==> src/rtl/conv_layer_ctrl.sv <==
// Conv layer pass controller: streams a frame from source memory
// into the conv datapath and tracks output pixels to completion.
module conv_layer_ctrl #(
  parameter int FRAME_H_MAX = 224,
  parameter int FRAME_W_MAX = 224,
  parameter int STRIDE_MAX  = 4,
  parameter int WIN_SIZE    = 3,
  parameter int DIN_WIDTH   = 8,
  parameter int CHANNELS_IN = 4,
  parameter int ADDR_WIDTH  = 16,
  parameter int TIMEOUT     = 1024,
  localparam int HW = $clog2(FRAME_H_MAX) + 1,
  localparam int WW = $clog2(FRAME_W_MAX) + 1,
  localparam int SW = $clog2(STRIDE_MAX) + 1,
  localparam int IW = $clog2(WIN_SIZE / 2) + 1,
  localparam int DW = CHANNELS_IN * DIN_WIDTH,
  localparam int TW = $clog2(TIMEOUT + 1)
) (
  input  logic                  clk,
  input  logic                  reset_n,
  input  logic                  start,
  input  logic [HW-1:0]         cfg_frame_h,
  input  logic [WW-1:0]         cfg_frame_w,
  input  logic [SW-1:0]         cfg_stride,
  input  logic [IW-1:0]         cfg_indent,
  input  logic [ADDR_WIDTH-1:0] cfg_base,
  input  logic [31:0]           cfg_out_pix,
  input  logic                  src_en,
  output logic                  rd_en,
  output logic [ADDR_WIDTH-1:0] rd_addr,
  input  logic [DW-1:0]         rd_data,
  output logic [HW-1:0]         frame_h,
  output logic [WW-1:0]         frame_w,
  output logic [SW-1:0]         stride,
  output logic [IW-1:0]         indent,
  output logic                  fin_start,
  output logic                  din_vld,
  output logic [DW-1:0]         din,
  input  logic                  fout_start,
  input  logic                  dout_vld,
  output logic                  busy,
  output logic                  done,
  output logic                  err_timeout
);

  typedef enum logic [1:0] {
    IDLE,
    STREAM,
    DRAIN
  } state_t;

  state_t                state;
  logic [HW-1:0]         row;
  logic [WW-1:0]         col;
  logic [ADDR_WIDTH-1:0] addr;
  logic [31:0]           out_pix;
  logic [31:0]           out_cnt;
  logic [31:0]           cnt_nxt;
  logic [TW-1:0]         idle_cnt;
  logic                  first;
  logic                  col_end;
  logic                  last_rd;
  logic                  hit;
  logic                  zero_dim;
  logic                  unused_ok;

  assign unused_ok = fout_start;

  assign rd_en     = (state == STREAM) && src_en;
  assign rd_addr   = addr;
  assign din       = rd_data;
  assign fin_start = din_vld && first;
  assign busy      = (state != IDLE);

  assign cnt_nxt  = out_cnt + {31'b0, dout_vld};
  assign col_end  = (col == frame_w - WW'(1));
  assign last_rd  = rd_en && col_end &&
                    (row == frame_h - HW'(1));
  assign zero_dim = (cfg_frame_h == '0) ||
                    (cfg_frame_w == '0);

  // In STREAM only a real output can complete the pass, so an
  // out_pix of 0 still streams the whole frame.
  assign hit = (cnt_nxt == out_pix) &&
               (dout_vld || state == DRAIN);

  always_ff @(posedge clk or negedge reset_n) begin
    if (!reset_n) begin
      state       <= IDLE;
      row         <= '0;
      col         <= '0;
      addr        <= '0;
      out_pix     <= '0;
      out_cnt     <= '0;
      idle_cnt    <= '0;
      first       <= 1'b0;
      frame_h     <= '0;
      frame_w     <= '0;
      stride      <= '0;
      indent      <= '0;
      din_vld     <= 1'b0;
      done        <= 1'b0;
      err_timeout <= 1'b0;
    end else begin
      done        <= 1'b0;
      err_timeout <= 1'b0;
      din_vld     <= rd_en;
      if (din_vld) first <= 1'b0;
      unique case (state)
        IDLE: begin
          if (start) begin
            frame_h  <= cfg_frame_h;
            frame_w  <= cfg_frame_w;
            stride   <= cfg_stride;
            indent   <= cfg_indent;
            addr     <= cfg_base;
            out_pix  <= cfg_out_pix;
            out_cnt  <= '0;
            idle_cnt <= '0;
            row      <= '0;
            col      <= '0;
            if (zero_dim) begin
              done  <= 1'b1;
              first <= 1'b0;
            end else begin
              state <= STREAM;
              first <= 1'b1;
            end
          end
        end
        STREAM: begin
          out_cnt <= cnt_nxt;
          if (rd_en) begin
            addr <= addr + ADDR_WIDTH'(1);
            if (col_end) begin
              col <= '0;
              row <= row + HW'(1);
            end else begin
              col <= col + WW'(1);
            end
          end
          if (hit) begin
            state <= IDLE;
            done  <= 1'b1;
          end else if (last_rd) begin
            state    <= DRAIN;
            idle_cnt <= '0;
          end
        end
        DRAIN: begin
          out_cnt <= cnt_nxt;
          if (hit) begin
            state <= IDLE;
            done  <= 1'b1;
          end else if (dout_vld) begin
            idle_cnt <= '0;
          end else if (idle_cnt == TW'(TIMEOUT - 1)) begin
            state       <= IDLE;
            err_timeout <= 1'b1;
          end else begin
            idle_cnt <= idle_cnt + TW'(1);
          end
        end
        default: state <= IDLE;
      endcase
    end
  end

endmodule
==> config.mk <==
export PLATFORM = sky130hd
export DESIGN_NAME = conv_layer_ctrl
export DESIGN_NICKNAME = d
export VERILOG_FILES = /design/src/rtl/conv_layer_ctrl.sv
export SDC_FILE = /design/constraint.sdc
export NUM_CORES = 1
export LEC_CHECK = 0
export ABC_CLOCK_PERIOD_IN_PS = 4000
export CAP_MARGIN = 20
export CORE_ASPECT_RATIO = 0.7
export CORE_MARGIN = 1
export CORE_UTILIZATION = 50
export DETAILED_ROUTE_END_ITERATION = 10
export HOLD_SLACK_MARGIN = 0.05
export PLACE_DENSITY = 0.8
export SLEW_MARGIN = 20
export SYNTH_ARGS = -nofsm -noshare
export SYNTH_HDL_FRONTEND = slang
export SYNTH_SLANG_ARGS = --single-unit
==> constraint.sdc <==
create_clock -name clk -period 4 [get_ports clk]
set_input_delay 0.8 -clock clk [delete_from_list [all_inputs] [get_ports clk]]
set_output_delay 0.8 -clock clk [all_outputs]
set_load 0.03 [all_outputs]
==> reports/metrics.yaml, run 1 <==
global_routing:
  antenna_found_initial: 0
  grt_first_pass_wirelength_mm: 35.13
  grt_max_degree: 71
  grt_pass1_vias: 6868
  grt_usage_pct: 24.62
  grt_overflow: 0
setup_path:
  max_stage_delay_ns: 0.51
  crit_family: "simple AND/OR/NAND/NOR gates"
  end_kind: "flop"
  cp.required_ns: 4.30
  crit_slowest_cell: "clkdlybuf4s50_1"
  r2r_slack_ns: 0.61
  arrival_ns: 3.86
  start_kind: "primary input"
  timing.rr.start: "frame_w[0]"
  crit_chain: "clkdlybuf4s50_1, ha_1, ha_1, nand3_4, or3_1, xnor2_1, nor4_1, buf_4, nand4_1, buf_4, or2_1, o21ai_4, o41ai_1"
  crit_fanout: 8
  path_class: "in2reg"
  cp-startpoint: "dout_vld"
  crit_buf_inv: 3
synth:
  synth_edf_count: 0
  ys_seq_elements: 137
  yosysSeqAreaShare_pct: 39.70
  async_flop_share_pct: 100.0
  ys_types: 73
  synth_area_um2: 8636
  ys_warn_count: 0
  synth_fp_nets: 1024
  avgSynthCellArea_um2: 9.563
  synthFlopType: "dfrtp_1"
  synthCells: 903
timing:
  drv_slew: 0
  tns_ns: 0
  hold_viol: 0
  fmax_mhz: 280.7
  post-route-min-period_ns: 3.562
  fin_skew_ns: 0.009869
  whs_ns: 0.3516
  setup_violations: 0
  relSlewSlack_pct: 40.80
  worst_slew_pin_slew_ns: 0.8842
  fin_crit_sh_pct: 89.05
  rsz0062_at_grt: "no"
placed_design:
  dp_hpwl_mm: 14.46
  gp_congestion: 0.8924
  port_buffers: 118
  dp.cells: 1187
  place_area_um2: 9838
finish:
  final_layout_size_suffix_gt1_share_pct: 14.08
  finalNonFillerCells: 1219
  final_nets: 1102
  fill_cells: 1377
  antenna_cells: 0
  final_area_um2: 10520
  area_growth_pct: 21.78
min_path:
  hold_class: "in2async"
run_status:
  status: "complete, no violations"
route:
  wl_mm: 20.93
  dr.pass1.iters: 6
  via_count: 7299
  avgRoutedWirePerCell_um: 17.17
  drt-met1-wl_mm: 10.21
  wl_met2_mm: 9.073
  final_antenna_net_count: 0
  drtIter0Drc: 606
  topRoutingLayerUsed: "met4"
  routed-wl-met3_mm: 1.375
  avgViaCountPerCell: 5.988
  drc: 0
floorplan:
  ios: 184
  die-width_um: 159.1
  die_h_um: 112.0
  coreArea_um2: 16590
  initial_core_util_pct: 52.05
  num_rows: 39
  die_area_um2: 17810
power:
  power_density_nw_per_um2: 649.5
  leakagePower_nw: 4.372
  vdd.ir_drop.worst_uv: 425.3
  power_mw: 6.830
clock_tree:
  cts_resized: 0
  postCtsSetupBuffers: 0
  clk_pin_slew_worst_paths_ns: 0.06
  h-tree-depth: 4
  ctsLongestPathBuffers: 2
  cts_inserted_buffers: 17
  cts_hold_buffers: 0
  clk_latency_ns: 0.43
  cts_sinks: 137
  cts_tree: "done"
  root_buffer: "clkbuf_16"
job:
  maxCapViolCount: 0
==> placed cells by master, fill, tap and decap left out, types with 9 or more instances in the layout <==
cell and instances:
nor2b_1 9, o31ai_1 27, xnor2_1 46, clkbuf_16 17, nand4_1 21, a22o_1 22, nor4_1 10, xor2_1 24
inv_1 23, nand2b_1 9, o21ai_0 38, buf_4 24, and3_1 14, clkdlybuf4s50_1 117, a21o_1 12, nand3_1 42
nor3_1 27, ha_1 13, mux2_2 60, dfrtp_1 137, nand2_1 74, nor2_1 50, mux2i_1 12, a21oi_1 20
==> registers in the layout, summed over array words and instances, names as in the netlist, 2 cells and up <==
signal and flops:
col 9, frame_h 9, rd_addr 16, out_pix 32, frame_w 9, stride 3
state 2, row 9, idle_cnt 11, out_cnt 32
==> stage by stage <==
stage | utilization [%] | setup slack (ns)
2_1_floorplan | - | 0.6201
3_3_place_gp | 59.30 | 0.09407
3_5_place_dp | 59.30 | 0.02264
4_1_cts | 63.39 | 0.4215
5_1_grt | 63.39 | 0.2291
6_report | 63.39 | 0.4380
==> logic make-up after synthesis <==
group | Yosys count | share of synthesized area, %
xor+xnor | 72 | 7.563
buf+inv | 108 | 6.418
compound gates | 192 | 15.82
flops | 137 | 39.70
fa+ha+maj | 13 | 1.884
mux | 72 | 9.215
simple gates | 309 | 19.40
==> per-layer routing <==
metal | vias to the layer above | global-route usage, %
met5 | - | 0
met4 | 0 | 7.564
met3 | 26 | 5.551
met2 | 270 | 36.26
met1 | 3571 | 35.91
li1 | 3432 | -
==> cells in the mapped netlist (all sizes together) (5+ instances only) <==
library cell	instances	share of area (%)
o22ai	7	0.51
ha	13	1.9
o21a	5	0.43
nand4	24	2.0
or2	6	0.43
a2111oi	5	0.52
inv	23	1.0
nor3	27	1.6
clkbuf	38	1.7
mux2i	12	1.4
dfrtp	137	40
and4	7	0.71
o31ai	27	2.3
nand2b	9	0.65
a22o	22	2.2
xnor2	47	4.9
nand3	44	2.8
nand2	75	3.3
a21oi	20	1.2
xor2	24	2.4
nor2	50	2.2
and2	8	0.58
a221o	5	0.58
nor2b	9	0.65
a21o	12	1.0
and3	14	1.0
o21ai	46	2.8
nor4	16	1.7
or3	6	0.49
a31oi	7	0.51
mux2	60	7.8
a211oi	8	0.70
buf	46	3.7
==> layout make-up <==
type / instances / area, µm² / area share, %
flip-flops and latches: 137 / 3428 / 32.60
repair buffers: 143 / 1383 / 13.15
multi-input cells: 658 / 4656 / 44.27
clock buffers: 21 / 460.4 / 4.378
clock inverters: 11 / 217.7 / 2.070
well taps: 225 / 281.5 / 2.677
inverters: 24 / 90.09 / 0.8566
==> report_power, final <==
group	switching [mW]	internal, mW	total (mW)
combinational	1.48	1.26	2.75
clock	0.624	1.20	1.83
sequential	0.477	1.78	2.26
total	2.59	4.24	6.83
==> final timing paths <==
kind	endpoint	cells past startpoint
min reg2reg	idle_cnt[9]	1
max in group asynchronous	indent	2
min in group clk	idle_cnt[9]	1
max reg2reg	row[5]	10
max	idle_cnt[5]	13
min	rd_addr[8]	1
Note: power is estimated with default switching activity, not from simulation.
==> inputs of run 2 (changes only) <==
Settings changed: CTS_CLUSTER_DIAMETER set to 100.
==> results of run 2 <==
Final layout, timing and power as in run 1 (identical DEF).
==> inputs of run 3 (changes only) <==
Settings changed: ABC_CLOCK_PERIOD_IN_PS 4000 to 3000, CORE_ASPECT_RATIO 0.7 to 1.1, CORE_UTILIZATION 50 to 47, PLACE_DENSITY 0.8 to 0.79.
Clock period 4 ns to 3 ns, I/O delays scaled along.
==> reports/metrics.yaml, run 3 (same netlist as run 1, synthesis figures left out) <==
run_status:
  status: "complete, no violations"
job:
  maxCapViolCount: 0  # unchanged
timing:
  fmax_mhz: 344.5
  setup_violations: 0  # unchanged
  worst_slew_pin_slew_ns: 0.6796  # -0.2045 ns
  fin_skew_ns: 0.007303  # -0.002566 ns
  relSlewSlack_pct: 54.69  # +14 points
  rsz0062_at_grt: "yes"
  drv_slew: 0  # unchanged
  fin_crit_sh_pct: 96.77
  tns_ns: 0  # unchanged
  post-route-min-period_ns: 2.903
  hold_viol: 0  # unchanged
  whs_ns: 0.1822  # -0.1693 ns
setup_path:
  timing.rr.start: "out_cnt[0]"
  start_kind: "primary input"
  rr_worst_depth: 12  # +2
  end_kind: "flop"
  path_class: "in2reg"
  r2r_slack_ns: 0.1  # -0.51 ns
  worstReg2RegEnd: "done"
  arrival_ns: 3.26  # -0.60 ns
  cp.required_ns: 3.36  # -0.94 ns
  crit_fanout: 6  # -2
route:
  drc: 0  # unchanged
  dr.pass1.iters: 5  # -1
  wl_mm: 21.54  # +2.9%
  final_antenna_net_count: 0  # unchanged
  via_count: 7484  # +2.5%
  avgRoutedWirePerCell_um: 16.70  # -2.7%
  avgViaCountPerCell: 5.802  # -3.1%
  drtIter0Drc: 427  # -30%
finish:
  final_layout_size_suffix_gt1_share_pct: 20.82  # +6.7 points
  final_nets: 1160  # +5.3%
  layout_commonest_cell: "dfrtp_1"
  fin_util_pct: 62.41  # -0.98 points
  area_growth_pct: 29.12
  mostFrequentLayoutCells: "dfrtp_1 (134), clkdlybuf4s50_1 (116), buf_4 (80)"
  antenna_cells: 0  # unchanged
clock_tree:
  cts_inserted_buffers: 17  # unchanged
  clk_latency_ns: 0.43  # about the same
  cts_sinks: 137  # unchanged
  clk_pin_slew_worst_paths_ns: 0.06  # about the same
  ctsLongestPathBuffers: 2  # unchanged
  h-tree-depth: 4  # unchanged
  cts_tree: "done"
  root_buffer: "clkbuf_16"
floorplan:
  ios: 184  # unchanged
  die_h_um: 144.2  # +29%
  die-width_um: 131.2  # -18%
  initial_core_util_pct: 48.33  # -3.7 points
  coreArea_um2: 17870  # +7.7%
  num_rows: 51  # +31%
  die_area_um2: 18920  # +6.2%
global_routing:
  grt_pass1_vias: 7261  # +5.7%
  grt_max_degree: 70  # -1.4%
  grt_first_pass_wirelength_mm: 35.37  # +0.69%
  grt_usage_pct: 23.17  # -1.4 points
  grt_overflow: 0  # unchanged
  antenna_found_initial: 0  # unchanged
power:
  vdd.ir_drop.worst_uv: 485.8  # +14%
  leakagePower_nw: 4.728  # +8.2%
  power_density_nw_per_um2: 832.4  # +28%
placed_design:
  port_buffers: 118  # unchanged
  dp_hpwl_mm: 15.10  # +4.4%
  gp_congestion: 0.8890  # -0.38%
min_path:
  hold_class: "in2async"
run 3: cell types whose count changed in the layout (fill, tap and decap cells not counted), sizes merged:
cell	previous run	this run
clkbuf	21	22
inv	23	24
buf	26	84
clkdlybuf4s50	117	116
bufinv	6	5
run 3: power by group:
group / internal, mW / switching, mW
clock network: 1.52 / 0.806
logic: 1.86 / 2.10
registers: 2.37 / 0.614
run 3: metrics by stage:
step                power [mW]  setup WS, ns  area, µm²  instances
floorplan                5.469       0.02390       8708        903
global placement         6.755       -0.6533      10340       1252
detailed placement       6.853       -0.7541      10340       1252
CTS                      9.235      0.005252      11030       1287
global route             9.803      -0.02580      11150       1290
finish                   9.282       0.09702      11150       1290
run 3: layout make-up:
cell class	instances	area, µm²
well taps	238	297.8
flip-flops and latches	137	3432
inverters	24	90.09
multi-input cells	658	4840
fillers	1438	6716
repair buffers	201	1838
clock inverters	11	192.7
clock buffers	21	460.4
run 3: repair_timing:
item	in CTS	in global routing
pin swaps	4	9
setup endpoints to repair	15	19
buffers inserted	3	3
hold buffers	0	0
gates resized for setup	4	21
run 3: how the worst max path moves through the flow:
| stage | startpoint | to | slack, ns | depth (start not counted) |
|---|---|---|---|---|
| floorplan | dout_vld | idle_cnt[5] | 0.02 | 11 |
| global placement | dout_vld | state[0] | -0.65 | 13 |
| detailed placement | dout_vld | state[0] | -0.75 | 13 |
| CTS | dout_vld | done | 0.005 | 14 |
| global route | frame_w[0] | idle_cnt[9] | -0.03 | 12 |
| finish | dout_vld | done | 0.1 | 14 |
run 3: metal layers:
layer	share of wire, %	vias up	wire, µm	GRT usage, %
met5	0	-	0	0
met4	1.5	0	316	8.111
met3	5.4	27	1165	4.557
met2	50	282	10790	39.95
met1	43	3635	9272	29.03
li1	-	3540	-	-
run 3: worst max-delay path: stages:
cell and delay (ns):
clkbuf_2 0.15, buf_4 0.14, ha_4 0.13, ha_4 0.13
nand3_4 0.11, or4_4 0.51, and2_1 0.17, nor4_2 0.24
nand4_1 0.23, buf_4 0.23, nor4_4 0.30, buf_4 0.17
a32oi_1 0.04, nor2_1 0.11
